**src/rtl/prpg_pkg.sv**
```systemverilog
// Shared definitions for the pattern-generator / response-analyzer pair.
// Holds the pattern width, the feedback-tap convention, the analyzer state
// type and the MISR step function. The generator's LFSR and the analyzer's
// MISR must use the same tap meaning, so the step is defined only here.
package prpg_pkg;

  localparam int WIDTH = 8;
  localparam int TAP_W = 7;
  localparam logic [TAP_W-1:0] DEFAULT_TAP = 7'b0001110;

  typedef enum logic [1:0] {
    IDLE,
    RUN,
    DONE
  } ana_state_t;

  // One MISR step. Bit 0 takes the feedback bit (sig[MSB]) directly.
  // Stage i (1..WIDTH-1) shifts from stage i-1 and XORs in the feedback
  // when tap[TAP_W-i] is set, so tap[6] drives stage 1 and tap[0] drives
  // stage 7. The incoming data word is XORed into every stage.
  function automatic logic [WIDTH-1:0] misr_step(
    input logic [WIDTH-1:0] sig,
    input logic [WIDTH-1:0] data,
    input logic [TAP_W-1:0] tap
  );
    logic [WIDTH-1:0] nxt;
    nxt[0] = sig[WIDTH-1] ^ data[0];
    for (int i = 1; i < WIDTH; i++) begin
      nxt[i] = sig[i-1] ^ (tap[TAP_W-i] & sig[WIDTH-1]) ^ data[i];
    end
    return nxt;
  endfunction

endpackage

```
**src/rtl/hamming_popcount.sv**
```systemverilog
// Combinational population count of a WIDTH-bit word. The analyzer feeds it
// the XOR of two successive patterns to obtain their Hamming distance.
// Ports:
//   data   in   WIDTH               word to count
//   count  out  clog2(WIDTH+1)      number of set bits in data
module hamming_popcount #(
  parameter int WIDTH = prpg_pkg::WIDTH
) (
  input  logic [WIDTH-1:0]               data,
  output logic [$clog2(WIDTH+1)-1:0]     count
);

  localparam int CW = $clog2(WIDTH + 1);

  // NOTE: the running sum inside this loop relies on blocking '=' so each
  // iteration sees the previous partial sum; count is defaulted first so no
  // latch can be inferred.
  always_comb begin
    count = '0;
    for (int i = 0; i < WIDTH; i++) begin
      count = count + CW'(data[i]);
    end
  end

endmodule

```
**src/rtl/misr_response_analyzer.sv**
```systemverilog
// Response analyzer for the PRPG flow. Accepts WIDTH-bit response patterns on
// a valid/ready stream, compacts them into a MISR signature, tracks the
// Hamming distance between successive patterns, and after a programmed count
// compares the signature with a golden value.
// Ports:
//   clk, rst        clock, synchronous active-high reset
//   cfg_we          latch cfg_tap/seed/len/golden (only in IDLE or DONE)
//   cfg_tap         feedback taps, tap[6] -> stage 1 ... tap[0] -> stage 7
//   cfg_seed        initial signature
//   cfg_len         number of patterns per run
//   cfg_golden      expected final signature
//   start           begin a run (IDLE or DONE only)
//   in_valid/in_data/in_ready   pattern stream
//   busy, done      state indicators (RUN, DONE)
//   pass            signature == golden, only while done
//   signature       current MISR value
//   pat_count       patterns accepted this run
//   hd_last, hd_sum last and accumulated Hamming distance
module misr_response_analyzer #(
  parameter int                WIDTH       = prpg_pkg::WIDTH,
  parameter int                CNT_W       = 9,
  parameter int                HD_W        = 12,
  parameter logic [6:0]        DEFAULT_TAP = prpg_pkg::DEFAULT_TAP
) (
  input  logic              clk,
  input  logic              rst,
  input  logic              cfg_we,
  input  logic [6:0]        cfg_tap,
  input  logic [WIDTH-1:0]  cfg_seed,
  input  logic [CNT_W-1:0]  cfg_len,
  input  logic [WIDTH-1:0]  cfg_golden,
  input  logic              start,
  input  logic              in_valid,
  input  logic [WIDTH-1:0]  in_data,
  output logic              in_ready,
  output logic              busy,
  output logic              done,
  output logic              pass,
  output logic [WIDTH-1:0]  signature,
  output logic [CNT_W-1:0]  pat_count,
  output logic [3:0]        hd_last,
  output logic [HD_W-1:0]   hd_sum
);

  import prpg_pkg::*;

  localparam int PC_W = $clog2(WIDTH + 1);

  ana_state_t       state, state_next;
  logic [6:0]       tap;
  logic [WIDTH-1:0] seed, golden, prev;
  logic [CNT_W-1:0] len;
  logic             xfer;
  logic [CNT_W-1:0] cnt_inc;
  logic [PC_W-1:0]  hd_now;

  assign xfer    = in_valid && (state == RUN);
  assign cnt_inc = pat_count + CNT_W'(1);

  assign in_ready = (state == RUN);
  assign busy     = (state == RUN);
  assign done     = (state == DONE);
  assign pass     = (state == DONE) && (signature == golden);

  hamming_popcount #(.WIDTH(WIDTH)) u_popcount (
    .data  (in_data ^ prev),
    .count (hd_now)
  );

  // NOTE: the state register uses non-blocking '<=' so every flop samples
  // pre-edge values; the decode below is a separate combinational process.
  always_ff @(posedge clk) begin
    if (rst) state <= IDLE;
    else     state <= state_next;
  end

  always_comb begin
    state_next = state;
    unique case (state)
      IDLE, DONE: if (start) state_next = (len != '0) ? RUN : DONE;
      RUN:        if (xfer && (cnt_inc == len)) state_next = DONE;
      default:    state_next = IDLE;
    endcase
  end

  // Configuration and datapath. start is checked before cfg_we so a start in
  // the same cycle runs with the configuration already latched.
  always_ff @(posedge clk) begin
    if (rst) begin
      tap       <= DEFAULT_TAP;
      seed      <= '0;
      len       <= '0;
      golden    <= '0;
      prev      <= '0;
      signature <= '0;
      pat_count <= '0;
      hd_last   <= '0;
      hd_sum    <= '0;
    end else begin
      unique case (state)
        IDLE, DONE: begin
          if (start) begin
            signature <= seed;
            prev      <= seed;
            pat_count <= '0;
            hd_last   <= '0;
            hd_sum    <= '0;
          end else if (cfg_we) begin
            tap    <= cfg_tap;
            seed   <= cfg_seed;
            len    <= cfg_len;
            golden <= cfg_golden;
          end
        end
        RUN: begin
          if (xfer) begin
            signature <= misr_step(signature, in_data, tap);
            prev      <= in_data;
            pat_count <= cnt_inc;
            hd_last   <= 4'(hd_now);
            hd_sum    <= hd_sum + HD_W'(hd_now);
          end
        end
        default: ;
      endcase
    end
  end

endmodule

```
**config.mk**
```make
export PLATFORM = sky130hd
export DESIGN_NAME = misr_response_analyzer
export DESIGN_NICKNAME = d
export VERILOG_FILES = /design/src/rtl/prpg_pkg.sv /design/src/rtl/hamming_popcount.sv /design/src/rtl/misr_response_analyzer.sv
export SDC_FILE = /design/constraint.sdc
export NUM_CORES = 1
export LEC_CHECK = 0
export CAP_MARGIN = 30
export CORE_AREA = 8 8 98 100
export CTS_BUF_LIST = sky130_fd_sc_hd__clkbuf_2
export DETAILED_ROUTE_END_ITERATION = 6
export DIE_AREA = 0 0 106 108
export MAX_ROUTING_LAYER = met4
export PLACE_DENSITY = 0.75
export SYNTH_ARGS = -nofsm -noshare
export SYNTH_HDL_FRONTEND = slang
export SYNTH_SLANG_ARGS = --single-unit
```
**constraint.sdc**
```tcl
create_clock -name clk -period 10.6 [get_ports clk]
set_input_delay 1.06 -clock clk [delete_from_list [all_inputs] [get_ports clk]]
set_output_delay 1.06 -clock clk [all_outputs]
set_load 0.01 [all_outputs]
```
; Word level (Yosys, flattened, before mapping)
; Cells that the tools add are included.
[totals]
output_inout_bits = 37
in_bits = 45
register_bits = 75
word_cells = 78
[classes]
mux = 18
n_reduce_logical = 10
add_sub_neg = 9
bitwise_logic = 24
n_eq_ne = 7
[op_table]
columns = operator, count
row1 = case mux 8 bit (2 select lines), 2
row2 = adder 4 x 1 -> 4 bit, 6
row3 = 2-to-1 mux 12 bit, 2
row4 = 2-to-1 mux 8 bit, 3
row5 = case mux 12 bit (2 select lines), 1
row6 = 2-to-1 mux 9 bit, 2
row7 = case mux 9 bit (2 select lines), 1
row8 = XOR 1 bit, 15
row9 = adder 12 x 4 -> 12 bit, 1
row10 = "adder 9 x 1 -> 9 bit, second input constant", 1
row11 = == test 9 bit, 1
row12 = nonzero test 9 bit, 1
row13 = == test 8 bit, 1
row14 = 2-to-1 mux 4 bit, 2
row15 = case mux 4 bit (2 select lines), 1
row16 = XOR 8 bit, 1
row17 = AND 1 bit, 7
row18 = 2-to-1 mux 2 bit, 3
row19 = AND reduction 3 bit, 2
row20 = "inequality test 2 x 1 -> 1 bit, second input constant", 2
row21 = case mux 2 bit (2 select lines), 1
row22 = logical AND 1 bit, 3
row23 = adder 1 x 1 -> 2 bit, 1
row24 = "== test 2 x 1 -> 1 bit, second input constant", 1
row25 = 7 further kinds, 7

; Depth between registers and ports, before layout
[depth]
ltp_word = 11
depth_mapped = 15
depth_no_buf = 15

; By module
; From an unflattened synthesis, not the netlist that was laid out.
[hier_totals]
cells_unflattened = 504
area_unflattened_um2 = 4008.8
[modules_own_cells]
columns = mod, instances, cells_each, seq_area_each_um2, area_each_um2
row1 = misr_response_analyzer, 1, 480, 1501.4, 3818.7
row2 = hamming_popcount, 1, 24, 0.0, 190.2

; Worst setup path after synthesis
; No wires, ideal clock.
[synth_timing]
path_kind = input to register
startpoint = in in_data[0]
endpoint = reg hd_sum[5]
path_slack_ns = 5.776
required_ns = 10.484
path_stages = 14
setup_ns = 0.116
path_buffers = 0
t_arrival_ns = 4.708
cell_sequence = xor2_1 ha_1 fa_1 inv_1 fa_1 fa_1 inv_1 fa_1 ha_1 a21o_1 a21oi_1 o21ai_0 a31oi_1 a41o_1
[synth_via]
elab_chain_len = 11
[synth_rtl]
columns = element, line
row1 = start: declaration, misr_response_analyzer.sv:34  ; input logic [WIDTH-1:0] in_data,
row2 = XOR 8 bit, misr_response_analyzer.sv:66  ; .data (in_data ^ prev),
row3 = adder 1 x 1 -> 2 bit, hamming_popcount.sv:21  ; count = count + CW'(data[i]);
row4 = adder 4 x 1 -> 4 bit (6 in a row), hamming_popcount.sv:21
row5 = adder 12 x 4 -> 12 bit, misr_response_analyzer.sv:121  ; hd_sum <= hd_sum + HD_W'(hd_now);
row6 = 2-to-1 mux 12 bit, misr_response_analyzer.sv:116  ; if (xfer) begin
row7 = case mux 12 bit (2 select lines), misr_response_analyzer.sv:100  ; unique case (state)
row8 = end signal: assignment, misr_response_analyzer.sv:121
row9 = end: declaration, misr_response_analyzer.sv:42  ; output logic [HD_W-1:0] hd_sum
; Every way passes these cells. The select of a mux whose other input is x is not followed.
; A chain may end at the register's enable or synchronous reset.

; Worst setup path in the final report
[layout_timing]
startpoint = in in_data[1]
endpoint = reg hd_sum[7]
; Same word-level chain as after synthesis.

==> reports/qor.yml <==
outcome:
  status: "finished, final reports clean"
placement:
  gp_congestion: 0.851
  dpl.hpwl_um: 7290
  io_buffers: 81
cts:
  clock_sinks: 75
  clkTransAtPathRegs_ps: 200
  clock_latency_ps: 530
  post_cts_buffers: 0
  cts_resized: 0
  postCtsHoldBufs: 0
  htree_levels: 3
  cts_tree: "yes"
  numCtsBuffers: 9
  cts.path.max_buffers: 2
  cts_root_buffer: "clkbuf_2"
sta:
  hold_viol: 0
  tns_ps: 0
  rsz0062_at_grt: "no"
  fmax_mhz: 196
  period_needed_ps: 5110
  max_slew_margin_pct: 49.1
  drv_slew: 0
  post-route-period-util_pct: 48.2
  tightest_slew_ps: 763
  fin_skew_ps: 31.3
  finalSetupViolations: 0
layout:
  mostFrequentLayoutCell: "nand2_1"
  diodes: 0
  mostFrequentLayoutCells: "114 x nand2_1, 80 x clkdlybuf4s50_1, 75 x dfxtp_1"
  fin_util_pct: 60.0
  nets: 611
  drive_above_1_share_pct: 4.30
  fill_cells: 760
  syn2layout_area_growth_pct: 24.2
logic_synthesis:
  synth_area_leaders: "dfxtp_1 39%, nand2_1 11%, a21oi_1 6.4%"
  synth-seq-cells: 75
  avgSynthCellArea_um2: 7.94
  ys.flop_type: "dfxtp_1"
  synth_top_area_share_pct: 38.6
  yosysTopAreaCell: "dfxtp_1"
  synth-warning-count: 0
  async_reset_ff_share_pct: 0
  synth.distinct_cells: 47
  synth_fp_nets: 548
  netlist_instances: 490
  mappedNetlistArea_um2: 3890
  yosysSeqAreaShare_pct: 38.6
  synth_edf_count: 0
floorplan:
  num_rows: 33
  dieArea_um2: 11400
  start_util_pct: 48.3
  core_area_um2: 8050
  die_width_um: 106
  chipHeight_um: 108
  ios: 82
route:
  antenna_left: 0
  drt-vias-per-instance: 5.38
  drt_iter0_drc: 180
  dr.pass1.iters: 4
  drc_errors: 0
  wire_per_inst_um: 15.1
  drt-total-wl_um: 9990
  via_count: 3570
critical_path:
  worstSetupStartpointType: "input port"
  crit_slowest_cell: "clkdlybuf4s50_1"
  slowest_delay_ps: 540
  reg2reg_slack_ps: 6200
  critPathKind: "input port to flop"
  path_delay_family: "adder cells"
  crit_chain: "clkdlybuf4s50_1, xor2_1, ha_1, fa_1, inv_1, fa_1, fa_1, inv_1, fa_1, ha_1, a21o_1, a21oi_1, o21ai_0, a31oi_1, a41o_1"
  crit_path_frequent_cell: "fa_1"
  endpoint_kind: "flop"
  critPathBufInv: 3
  cp.required_ps: 11040
  critPathMaxFanout: 6
  arrival_ps: 5550
power:
  p_leak_uw: 0.00182
  p_sw_uw: 241
  pwr-share-comb_pct: 32.1
  vdd_drop_max_mv: 0.0715
  pwr-share-seq_pct: 45.9
  internal_power_uw: 458
  power_density_nw_per_um2: 145
  p_sw_share_pct: 34.5
  clkPwrFrac_pct: 22.0
  p_total_uw: 699
global_routing:
  grt_pass1_wl_um: 16600
  grt.total_usage_pct: 18.3
  gr-total-overflow: 0
  grt_start_max_net_pins: 66
  first_global_vias: 3427
  antenna_found_initial: 0
hold_path:
  hp-class: "flop to flop"
run:
  max_cap_violations: 0
[power groups by stage]
stage               logic [uW]  clock network, uW  registers, uW
floorplan                  154                  0            323
global placement           214                  0            326
detailed placement         226                  0            327
CTS                        227                156            321
global route               254                166            324
finish                     224                154            321
[cell families after synthesis]
kind of cell             share of synthesized area, %
multiplexers                                    0.257
XOR/XNOR                                         10.1
adder cells (fa/ha/maj)                          5.14
AO/OA/AOI/OAI                                    16.5
AND/OR/NAND/NOR                                  24.0
flip-flops                                       38.6
buffers and inverters                            5.34
[tightest hold or removal path: stages, from the launching register on]
cell	delay [ps]
dfxtp_1	350
nand2_1	50
a21oi_1	50
[state kept, by name, indices dropped and copies added (netlist names)]
name and cells:
golden 8, len 9, prev 8, pat_count 9, state 2, tap 7
seed 8, hd_last 4, signature 8, hd_sum 12
[area by class of cell]
cell class | instances | area, um2 | area share (%)
Clock buffer | 10 | 50.0 | 1.04
Sequential cell | 75 | 1500 | 31.1
Tap cell | 105 | 131 | 2.72
Inverter | 11 | 41.3 | 0.854
Timing Repair Buffer | 86 | 871 | 18.0
Multi-Input combinational cell | 370 | 2180 | 45.2
Clock inverter | 6 | 56.3 | 1.16
[synth_stat cells, types with 3 or more instances]
library cell,count
buf_6,3
clkbuf_1,22
and2_1,3
a311oi_1,18
xnor2_1,26
nand2b_1,3
a41o_1,3
a31oi_1,7
dfxtp_1,75
fa_1,5
nor2b_1,5
nor4_1,4
nor3_1,8
buf_2,5
xor2_1,19
a211oi_1,3
inv_1,11
nand4_1,4
o21ai_0,11
and3_1,7
nand3_1,11
nand2_1,114
or3_1,3
nor2_1,35
ha_1,8
a21oi_1,50
[metal layers]
layer,wire (um),GRT usage [%]
met5,0,-
met4,155,5.63
met3,526,4.34
met2,4770,29.4
met1,4530,22.2
[final timing paths]
kind / endpoint / cells past startpoint / from
max reg2reg: hd_sum[7] / 14 / prev[0]
max: hd_sum[7] / 15 / in_data[1]
min: hd_last[1] / 2 / hd_last[1]
min reg2reg: hd_last[1] / 2 / hd_last[1]
[metrics by stage]
step | hold slack, ps | instance area, um2 | setup WS, ps | std cells
after floorplan | 436 | 3890 | 5780 | 490
after global placement | 444 | 4690 | 5050 | 645
after detailed placement | 449 | 4730 | 4930 | 647
after CTS | 471 | 4830 | 5510 | 663
after global routing | 491 | 4830 | 5180 | 663
final | 466 | 4830 | 5490 | 663
No activity file was read; power rests on OpenSTA's default activity.
